File: src/rtl/subset_coord_gen.sv
// Streaming subset coordinate generator: latches a centre and half-size, then emits
// size*size FP32 (x,y) points over valid/ready using one shared 5-stage FP32 adder.

module subset_fp32_add (
   input  logic        clock,
   input  logic        reset,
   input  logic        start,
   input  logic [31:0] a,
   input  logic [31:0] b,
   input  logic        sub,
   output logic        done,
   output logic [31:0] result
);
   logic [4:0]  vld;
   logic        b_sign, a_big;
   logic [7:0]  diff;
   logic [26:0] a_m, b_m;
   logic [4:0]  lz;

   logic        s1_sign, s1_eff_sub, s1_byp;
   logic [7:0]  s1_exp;
   logic [26:0] s1_big, s1_small;
   logic [31:0] s1_byp_val;
   logic        s2_sign, s2_byp;
   logic [7:0]  s2_exp;
   logic [27:0] s2_sum;
   logic [31:0] s2_byp_val;
   logic        s3_sign, s3_byp, s3_zero;
   logic [7:0]  s3_exp;
   logic [26:0] s3_m;
   logic [31:0] s3_byp_val;
   logic        s4_sign, s4_byp, s4_zero;
   logic [7:0]  s4_exp;
   logic [22:0] s4_man;
   logic [31:0] s4_byp_val;

   // Operands carry three guard bits below the mantissa; shifted-out bits are truncated.
   always_comb begin
      b_sign = b[31] ^ sub;
      a_big  = a[30:0] >= b[30:0];
      a_m    = {1'b1, a[22:0], 3'b000};
      b_m    = {1'b1, b[22:0], 3'b000};
      diff   = a_big ? (a[30:23] - b[30:23]) : (b[30:23] - a[30:23]);
   end

   // NOTE: every variable written in always_comb is given a default first so no latch is inferred.
   always_comb begin
      lz = '0;
      for (int i = 0; i < 27; i++) begin
         if (s3_m[i]) lz = 5'(26 - i);
      end
   end

   always_ff @(posedge clock) begin
      if (reset) vld <= '0;
      else       vld <= {vld[3:0], start};
   end

   // NOTE: pipeline data registers have no reset; only the valid bits need a defined value.
   always_ff @(posedge clock) begin
      s1_sign    <= a_big ? a[31] : b_sign;
      s1_exp     <= a_big ? a[30:23] : b[30:23];
      s1_big     <= a_big ? a_m : b_m;
      s1_small   <= (a_big ? b_m : a_m) >> diff;
      s1_eff_sub <= a[31] ^ b_sign;
      s1_byp     <= (a[30:23] == 8'd0) || (b[30:23] == 8'd0);
      s1_byp_val <= (a[30:23] == 8'd0) ? {b_sign, b[30:0]} : a;

      s2_sum     <= s1_eff_sub ? ({1'b0, s1_big} - {1'b0, s1_small})
                               : ({1'b0, s1_big} + {1'b0, s1_small});
      s2_sign    <= s1_sign;
      s2_exp     <= s1_exp;
      s2_byp     <= s1_byp;
      s2_byp_val <= s1_byp_val;

      s3_zero    <= (s2_sum == '0);
      s3_m       <= s2_sum[27] ? s2_sum[27:1] : s2_sum[26:0];
      s3_exp     <= s2_sum[27] ? (s2_exp + 8'd1) : s2_exp;
      s3_sign    <= s2_sign;
      s3_byp     <= s2_byp;
      s3_byp_val <= s2_byp_val;

      s4_man     <= 23'((s3_m << lz) >> 3);
      s4_exp     <= s3_exp - {3'b000, lz};
      s4_zero    <= s3_zero;
      s4_sign    <= s3_sign;
      s4_byp     <= s3_byp;
      s4_byp_val <= s3_byp_val;

      result     <= s4_byp ? s4_byp_val : (s4_zero ? 32'd0 : {s4_sign, s4_exp, s4_man});
   end

   assign done = vld[4];
endmodule

module subset_coord_gen #(
   parameter int MAX_SIZE = 41,
   parameter int CNT_W    = 16
) (
   input  logic             clock,
   input  logic             reset,
   input  logic             param_ready,
   input  logic [31:0]      subset_centerpoint_x,
   input  logic [31:0]      subset_centerpoint_y,
   input  logic [CNT_W-1:0] subset_size,
   input  logic [31:0]      half_subset_size,
   input  logic             col_major,
   output logic             coord_valid,
   input  logic             coord_ready,
   output logic [31:0]      coord_x,
   output logic [31:0]      coord_y,
   output logic [CNT_W-1:0] coord_index,
   output logic             coord_last,
   output logic             busy,
   output logic             sub_done,
   output logic             param_err
);
   localparam logic [31:0]      FP_ONE  = 32'h3F80_0000;
   localparam logic [CNT_W-1:0] CNT_ONE = CNT_W'(1);
   localparam logic [CNT_W-1:0] MAX_SZ  = CNT_W'(MAX_SIZE);

   typedef enum logic [2:0] {S_IDLE, S_SUB_X, S_SUB_Y, S_EMIT, S_STEP, S_DONE} state_t;
   state_t state, next;

   logic [31:0]      cx_r, cy_r, half_r, x0_r, y0_r, cur_x, cur_y;
   logic [CNT_W-1:0] size_r, last_idx, index, row, col;
   logic             col_major_r, issued;
   logic             legal, wrap, step_x, is_last;
   logic             fp_start, fp_sub, fp_done;
   logic [31:0]      fp_a, fp_b, fp_res;

   subset_fp32_add u_add (
      .clock  (clock),
      .reset  (reset),
      .start  (fp_start),
      .a      (fp_a),
      .b      (fp_b),
      .sub    (fp_sub),
      .done   (fp_done),
      .result (fp_res)
   );

   assign legal   = (subset_size != '0) && (subset_size <= MAX_SZ);
   assign wrap    = col_major_r ? (row == size_r - CNT_ONE) : (col == size_r - CNT_ONE);
   // The slow axis advances only when the fast axis wraps.
   assign step_x  = col_major_r ? wrap : !wrap;
   assign is_last = (index == last_idx);

   always_comb begin
      next     = state;
      fp_start = 1'b0;
      fp_a     = step_x ? cur_x : cur_y;
      fp_b     = FP_ONE;
      fp_sub   = 1'b0;
      case (state)
         S_IDLE, S_DONE: if (param_ready) next = legal ? S_SUB_X : S_DONE;
         S_SUB_X: begin
            fp_a     = cx_r;
            fp_b     = half_r;
            fp_sub   = 1'b1;
            fp_start = !issued;
            if (fp_done) next = S_SUB_Y;
         end
         S_SUB_Y: begin
            fp_a     = cy_r;
            fp_b     = half_r;
            fp_sub   = 1'b1;
            fp_start = !issued;
            if (fp_done) next = S_EMIT;
         end
         S_EMIT: if (coord_ready) next = is_last ? S_DONE : S_STEP;
         S_STEP: begin
            fp_start = !issued;
            if (fp_done) next = S_EMIT;
         end
         default: next = S_IDLE;
      endcase
   end

   always_ff @(posedge clock) begin
      if (reset) begin
         state       <= S_IDLE;
         cx_r        <= '0;
         cy_r        <= '0;
         half_r      <= '0;
         x0_r        <= '0;
         y0_r        <= '0;
         cur_x       <= '0;
         cur_y       <= '0;
         size_r      <= '0;
         last_idx    <= '0;
         index       <= '0;
         row         <= '0;
         col         <= '0;
         col_major_r <= 1'b0;
         issued      <= 1'b0;
         sub_done    <= 1'b0;
         param_err   <= 1'b0;
      end else begin
         state <= next;
         if (fp_start) issued <= 1'b1;
         if (fp_done)  issued <= 1'b0;
         case (state)
            S_IDLE, S_DONE: if (param_ready) begin
               cx_r        <= subset_centerpoint_x;
               cy_r        <= subset_centerpoint_y;
               half_r      <= half_subset_size;
               size_r      <= subset_size;
               last_idx    <= subset_size * subset_size - CNT_ONE;
               col_major_r <= col_major;
               sub_done    <= !legal;
               param_err   <= !legal;
            end
            S_SUB_X: if (fp_done) begin
               x0_r  <= fp_res;
               cur_x <= fp_res;
            end
            S_SUB_Y: if (fp_done) begin
               y0_r  <= fp_res;
               cur_y <= fp_res;
               index <= '0;
               row   <= '0;
               col   <= '0;
            end
            S_EMIT: if (coord_ready && is_last) sub_done <= 1'b1;
            S_STEP: if (fp_done) begin
               index <= index + CNT_ONE;
               if (step_x) cur_x <= fp_res;
               else        cur_y <= fp_res;
               if (col_major_r) begin
                  if (wrap) begin
                     cur_y <= y0_r;
                     row   <= '0;
                     col   <= col + CNT_ONE;
                  end else begin
                     row <= row + CNT_ONE;
                  end
               end else begin
                  if (wrap) begin
                     cur_x <= x0_r;
                     col   <= '0;
                     row   <= row + CNT_ONE;
                  end else begin
                     col <= col + CNT_ONE;
                  end
               end
            end
            default: ;
         endcase
      end
   end

   assign coord_valid = (state == S_EMIT);
   assign coord_x     = cur_x;
   assign coord_y     = cur_y;
   assign coord_index = index;
   assign coord_last  = coord_valid && is_last;
   assign busy        = (state == S_SUB_X) || (state == S_SUB_Y) ||
                        (state == S_EMIT)  || (state == S_STEP);
endmodule
File: config.mk
export PLATFORM = sky130hd
export DESIGN_NAME = subset_coord_gen
export DESIGN_NICKNAME = d
export VERILOG_FILES = /design/src/rtl/subset_coord_gen.sv
export SDC_FILE = /design/constraint.sdc
export NUM_CORES = 2
export LEC_CHECK = 0
export ABC_AREA = 1
export CORE_UTILIZATION = 60
export DETAILED_ROUTE_END_ITERATION = 8
export GPL_ROUTABILITY_DRIVEN = 0
export PLACE_DENSITY = 0.88
export SYNTH_ARGS = -nofsm -noshare
export SYNTH_HDL_FRONTEND = slang
export SYNTH_SLANG_ARGS = --single-unit
export TNS_END_PERCENT = 30
File: constraint.sdc
create_clock -name clock -period 8.4 [get_ports clock]
set_clock_uncertainty 0.1 [all_clocks]
set_input_delay 1.68 -clock clock [delete_from_list [all_inputs] [get_ports clock]]
set_output_delay 1.68 -clock clock [all_outputs]
set_load 0.1 [all_outputs]
== After elaboration in Yosys (flattened, before gate mapping) ==
Cells that the tools add are included.

* Word-level logic and storage cells: 190
* Output and inout bits: 85
* Input port bits: 117
* Flip-flop bits (word level): 651

* Multiply operators: 1
* Shifts and indexed selects: 2
* Order comparisons: 2
* Muxes and demuxes: 79
* Bitwise gates (word level): 2
* Add/sub/neg operators: 11
* Reductions and logical operators: 32
* Eq/ne operators: 17

{| class="wikitable"
|+ Operator list
! cell !! number
|-
| $mux 32 || 14
|-
| $pmux 32 s2 || 3
|-
| $mux 16 || 10
|-
| $mux 5 || 27
|-
| $pmux 16 s2 || 3
|-
| $mux 26 || 3
|-
| $add 16x1->16 const B || 3
|-
| $eq 16x16->1 || 3
|-
| $sub 16x1->16 const B || 2
|-
| $ge 31x31->1 || 1
|-
| $add 27x27->28 || 1
|-
| $logic_not 28->1 || 1
|-
| $mux 28 || 1
|-
| $sub 27x27->28 || 1
|-
| $shl 27x5->26 || 1
|-
| $shr 27x8->27 || 1
|-
| $mux 8 || 3
|-
| $le 16x6->1 const B || 1
|-
| $logic_not 8->1 || 2
|-
| $mul 16x16->16 || 1
|-
| $reduce_bool 16->1 || 1
|-
| $sub 8x8->8 || 2
|-
| $mux 3 || 5
|-
| $ne 2x1->1 const B || 6
|-
| 21 further kinds || 50
|}

== Logic depth before layout (Yosys ltp) ==
* Depth in word-level cells: 28
* Depth in mapped cells: 42
* Gate-level depth less buffers: 39

== By module ==
A second synthesis with hierarchy kept.

* Cells, all modules: 4987
* Area total of the unflattened synthesis: 35074.9 um2

{| class="wikitable"
|+ By module, submodules not included
! module !! cells an instance !! seq. area each (um2) !! area each (um2) !! instances
|-
| subset_coord_gen || 3029 || 6206.0 || 20165.6 || 1
|-
| subset_fp32_add || 1958 || 6726.5 || 14909.3 || 1
|}

== Worst setup path after synthesis ==
Ideal clock, no wire load.

* Kind: input-to-reg
* Start: input port subset_size[1]
* End: register last_idx[15]
* Cell stages on the path: 30
* Slack: 1.687 ns
* Arrival time: 6.496 ns
* Path buffers: 2
* Library setup time: 0.117 ns
* Required time: 8.183 ns
* Path through: clkbuf_1 > clkbuf_1 > nand2_1 > fa_1 > fa_1 > inv_1 > ha_1 > ha_1 > inv_1 > fa_1 > inv_1 > fa_1 > ha_1 > nand2_1 > nor3_1 > nand2_1 > o211ai_1 > nand2_1 > inv_1 > nor2_1 > nor2_1 > nor2_1 > o21ai_0 > a21oi_1 > inv_1 > a21oi_1 > nand3_1 > nand2_1 > o221ai_1 > inv_1

* Cells in the longest elaborated chain, start to end: 2

{| class="wikitable"
|+ Ends and longest elaborated chain
! item !! line !! text
|-
| from (decl) || 105 || <nowiki>input logic [CNT_W-1:0] subset_size,</nowiki>
|-
| $mul 16x16->16 || 209 || <nowiki>last_idx <= subset_size * subset_size - CNT_ONE;</nowiki>
|-
| $sub 16x1->16 || 209 ||
|-
| to (signal assigned) || 209 ||
|-
| to (decl) || 126 || <nowiki>logic [CNT_W-1:0] size_r, last_idx, index, row, col;</nowiki>
|}

No other way between the ends.
A chain may end at the register's enable or synchronous reset.

== Final worst setup path ==
* Start: register size_r[0]
* End: register u_add.s1_small[3]

* Cells in the longest elaborated chain, start to end: 10
* Elaborated cells between the ends (all ways): 14
* Those cells by class: 3 x add/sub; 1 x order compare; 2 x eq/ne; 1 x shift; 6 x mux; 1 x reduce/logical

{| class="wikitable"
|+ Ends and longest elaborated chain
! item !! line !! text
|-
| from (decl) || 126 ||
|-
| from (signal assigned) || 208 || <nowiki>size_r <= subset_size;</nowiki>
|-
| $sub 16x1->16 (*) || 144 || <nowiki>assign wrap = col_major_r ? (row == size_r - CNT_ONE) : (col == size_r - CNT_ONE);</nowiki>
|-
| $eq 16x16->1 || 144 ||
|-
| $mux 1 (*) || 144 ||
|-
| $logic_not 1->1 || 146 || <nowiki>assign step_x = col_major_r ? wrap : !wrap;</nowiki>
|-
| $mux 1 (*) || 146 ||
|-
| $mux 32 (*) || 152 || <nowiki>fp_a = step_x ? cur_x : cur_y;</nowiki>
|-
| $pmux 32 s2 (*) || 155 || <nowiki>case (state)</nowiki>
|-
| $ge 31x31->1 or $sub 8x8->8 (tied branches) || 40, 43 ||
|-
| $mux 26 or $mux 8 (tied branches) || 64, 43 ||
|-
| $shr 27x8->27 (*) || 64 || <nowiki>s1_small <= (a_big ? b_m : a_m) >> diff;</nowiki>
|-
| to (signal assigned) || 64 ||
|-
| to (decl) || 22 || <nowiki>logic [26:0] s1_big, s1_small;</nowiki>
|}

Mark *: on every way between the ends. The rest lies on a longest branch, timed or not.

==> impl_metrics.json <==
{
  "stdcell_area_um2": 37790,
  "synthToLayoutAreaGrowth_pct": 13.74,
  "core_um2": 54240,
  "worstMarginPinSlew_ps": 1095,
  "start_kind": "flip-flop",
  "synth-simple-area-share_pct": 22.18,
  "holdCritPathClass": "flip-flop to flip-flop",
  "cts_buffer_depth": 3,
  "p_per_area_nw_per_um2": 424.6,
  "cp.buffers_inverters": 7,
  "clockRootBuffer": "clkbuf_16",
  "synth_compound_area_share_pct": 16.70,
  "drive_above_1_share_pct": 4.645,
  "cp.arrival_ps": 8250,
  "synth_flop_cell": "dfxtp_1",
  "synth.most_common_cell": "nand2_1",
  "synth_xor_area_share_pct": 4.218,
  "dp_cells": 5187,
  "r2r_slack_ps": 550,
  "grt_pass1_vias": 29600,
  "ir_drop_mv": 0.3406,
  "ioPinCount": 202,
  "relSlewSlack_pct": 26.99,
  "crit_top_cell": "nand2_1",
  "yosys-top-cells-count": "nand2_1 (884), dfxtp_1 (646), inv_1 (502)",
  "setup_viol": 0,
  "wl_um": 99220,
  "fp.dieW_um": 237.3,
  "grt_pass1_wl_um": 156500,
  "async_flop_share_pct": 0,
  "syn_area_um2": 33230,
  "drv_cap": 0,
  "final.setup.tns_ps": 0,
  "max_freq_mhz": 127.3,
  "cts_tree": "yes",
  "p_comb_share_pct": 53.1,
  "cts_setup_buffers": 0,
  "fin_crit_ps": 7853,
  "endpoint_kind": "flip-flop",
  "fin_nets": 4868,
  "p_seq_share_pct": 28.0,
  "grt_setup_unrepaired": "false",
  "power_switching_uw": 7587,
  "fp.dieH_um": 237.3,
  "ys_seq_elements": 646,
  "finalHoldViolCount": 0,
  "synth-adder-area-share_pct": 9.128,
  "leakage_uw": 0.01663,
  "gr-total-overflow": 0,
  "crit_family": "compound AO/OA/AOI/OAI gates",
  "antenna_found_initial": 4,
  "place.port_buffers": 201,
  "clk_pin_slew_ps": 70,
  "drtAntennaViolNets": 0,
  "post-route-util_pct": 69.67,
  "slew_viol_final": 0,
  "vias_per_cell": 6.038,
  "synth_edf_count": 0,
  "p_clk_share_pct": 18.9,
  "r2r_cells": 35,
  "cts.htree.levels": 3,
  "hold_depth": 0,
  "drc_errors": 0,
  "syn_avg_cell_area_um2": 7.402,
  "ys.warnings.count": 0,
  "fin_cells": 5307,
  "status": "finished, final reports clean",
  "critPathKind": "flip-flop to flip-flop",
  "grt_start_max_net_pins": 119,
  "numCtsBuffers": 66,
  "p_sw_share_pct": 47.28,
  "r2r-end": "u_add.s1_small[3]$_SDFF_PP0_",
  "p_int_uw": 8458,
  "grt_usage_pct": 34.72,
  "crit_required_ps": 8800,
  "dp_hpwl_um": 69090,
  "min-delay-start": "u_add.s2_byp_val[15]$_DFF_P_",
  "route.vias.total": 32040,
  "cpMaxStageDelayCell": "a211oi_1",
  "final.fill_count": 3999,
  "cts.sinks": 646,
  "synth_area_leaders": "dfxtp_1 (39%), nand2_1 (10%), o21ai_0 (6.1%)",
  "muxShareOfSynthArea_pct": 0,
  "yosysTopAreaCell": "dfxtp_1",
  "hold_end": "u_add.s3_byp_val[15]$_DFF_P_",
  "synth.distinct_cells": 55,
  "synth_top_family_by_area": "simple AND/OR/NAND/NOR gates",
  "start_util_pct": 61.26,
  "crit_path_max_fanout": 57,
  "critical-path-max-stage-delay_ps": 690,
  "ys_seq_area_share_pct": 38.92,
  "min_period_over_period_pct": 93.48,
  "place_area_um2": 35540,
  "synth_nets": 4798,
  "clk_latency_ps": 620,
  "first_iter_violations": 4225,
  "die_area_um2": 56320,
  "netlist_instances": 4489,
  "worst_hold_slack_ps": 220.7,
  "timing.rr.start": "size_r[0]$_SDFFE_PP0P_",
  "wire_per_inst_um": 18.70,
  "dr.pass1.iters": 9,
  "synth.top_cell.area_share_pct": 38.92,
  "rows": 85,
  "path_depth": 35
}
logic make-up after synthesis:
family	after synthesis
AO/OA/AOI/OAI	965
XOR/XNOR	160
AND/OR/NAND/NOR	1758
flip-flops	646
buffers and inverters	768
adder cells (fa/ha/maj)	192
how the worst max path moves through the flow:
stage	from	endpoint	slack [ps]
finish	size_r[0]$_SDFFE_PP0P_	u_add.s1_small[3]$_SDFF_PP0_	550
global route	size_r[2]$_SDFFE_PP0P_	u_add.s1_small[9]$_SDFF_PP0_	9
CTS	col_major_r$_SDFFE_PP0P_	u_add.s1_small[3]$_SDFF_PP0_	760
detailed placement	col_major_r$_SDFFE_PP0P_	u_add.s1_small[3]$_SDFF_PP0_	800
floorplan	subset_size[1]	last_idx[15]$_SDFFE_PP0P_	1690
global placement	subset_size[4]	last_idx[15]$_SDFFE_PP0P_	1030
per-layer routing:
layer / global-route usage [%] / vias up / part of all wire (%)
li1: - / 14930 / -
met1: 46.03 / 14730 / 39
met2: 52.87 / 2019 / 43
met3: 7.967 / 366 / 12
met4: 18.03 / 0 / 5.2
met5: 0 / - / 0
state kept, by name (all words and copies together) (netlist names), 23 cells and up:
name,flops
cx_r,32
u_add.s3_byp_val,32
u_add.s1_small,27
coord_y,32
u_add.s1_big,23
x0_r,32
u_add.s4_byp_val,32
u_add.s4_man,23
u_add.s3_m,27
y0_r,32
coord_x,32
u_add.s2_byp_val,32
u_add.s1_byp_val,32
cy_r,32
half_r,32
u_add.result,32
u_add.s2_sum,28
worst reg2reg max path, delay by kind of cell (launching register included):
kind            cells  cell delay [ps]
compound gates      7             2480
xor+xnor            1              110
fa+ha+maj           2              680
buf+inv             7             1710
flops               1              310
simple gates       18             2360
cell usage in the layout (no fill, tap or decap), types with 7 or more instances in the layout:
cell and n:
nor2_1 374, nor4_1 20, o21ai_0 405, clkbuf_16 67, nand2_1 884, buf_4 56
clkdlybuf4s50_1 200, o21ai_1 13, o31ai_1 7, clkbuf_1 8, inv_2 9, inv_1 498
a21oi_1 257, a211oi_1 39, nor3_1 39, clkbuf_8 10, nand3_1 367, xnor2_1 63
xor2_1 97, nand4_1 27, a31oi_1 40, dfxtp_1 645, a221oi_1 22, o211ai_1 133
ha_1 108, fa_1 84, clkinv_2 12, nand3b_1 13, o22ai_1 16, or2_2 14
through the flow:
| step | power (µW) | worst slack (ps) |
|---|---|---|
| after floorplan | 10570 | 1687 |
| after global placement | 12400 | 1035 |
| after detailed placement | 12650 | 801.8 |
| after CTS | 15780 | 757.0 |
| after global routing | 17120 | 9.390 |
| final | 16040 | 547.4 |
cell type report:
class | instances | area [µm²] | area share [%]
Antenna cell | 4 | 10.01 | 0.02649
Clock buffer | 85 | 1844 | 4.880
Clock inverter | 31 | 391.6 | 1.036
Inverter | 514 | 1937 | 5.125
Multi-Input combinational cell | 3075 | 17380 | 45.99
Sequential cell | 646 | 12930 | 34.23
Tap cell | 696 | 870.8 | 2.304
Timing Repair Buffer | 256 | 2422 | 6.410
power by group through the flow:
stage / clock (µW) / sequential (µW) / combinational [µW]
2_1_floorplan: 0 / 4350 / 6220
3_3_place_gp: 0 / 4460 / 7940
3_5_place_dp: 0 / 4500 / 8150
4_1_cts: 3040 / 4460 / 8280
5_1_grt: 3160 / 4550 / 9410
6_report: 3030 / 4490 / 8520
repair_timing:
action                                  4_1_cts  5_1_grt
resized for setup                             0        1
hold buffers                                  0        0
endpoints found under the setup margin        0       20
No activity file was read; power rests on OpenSTA's default activity.
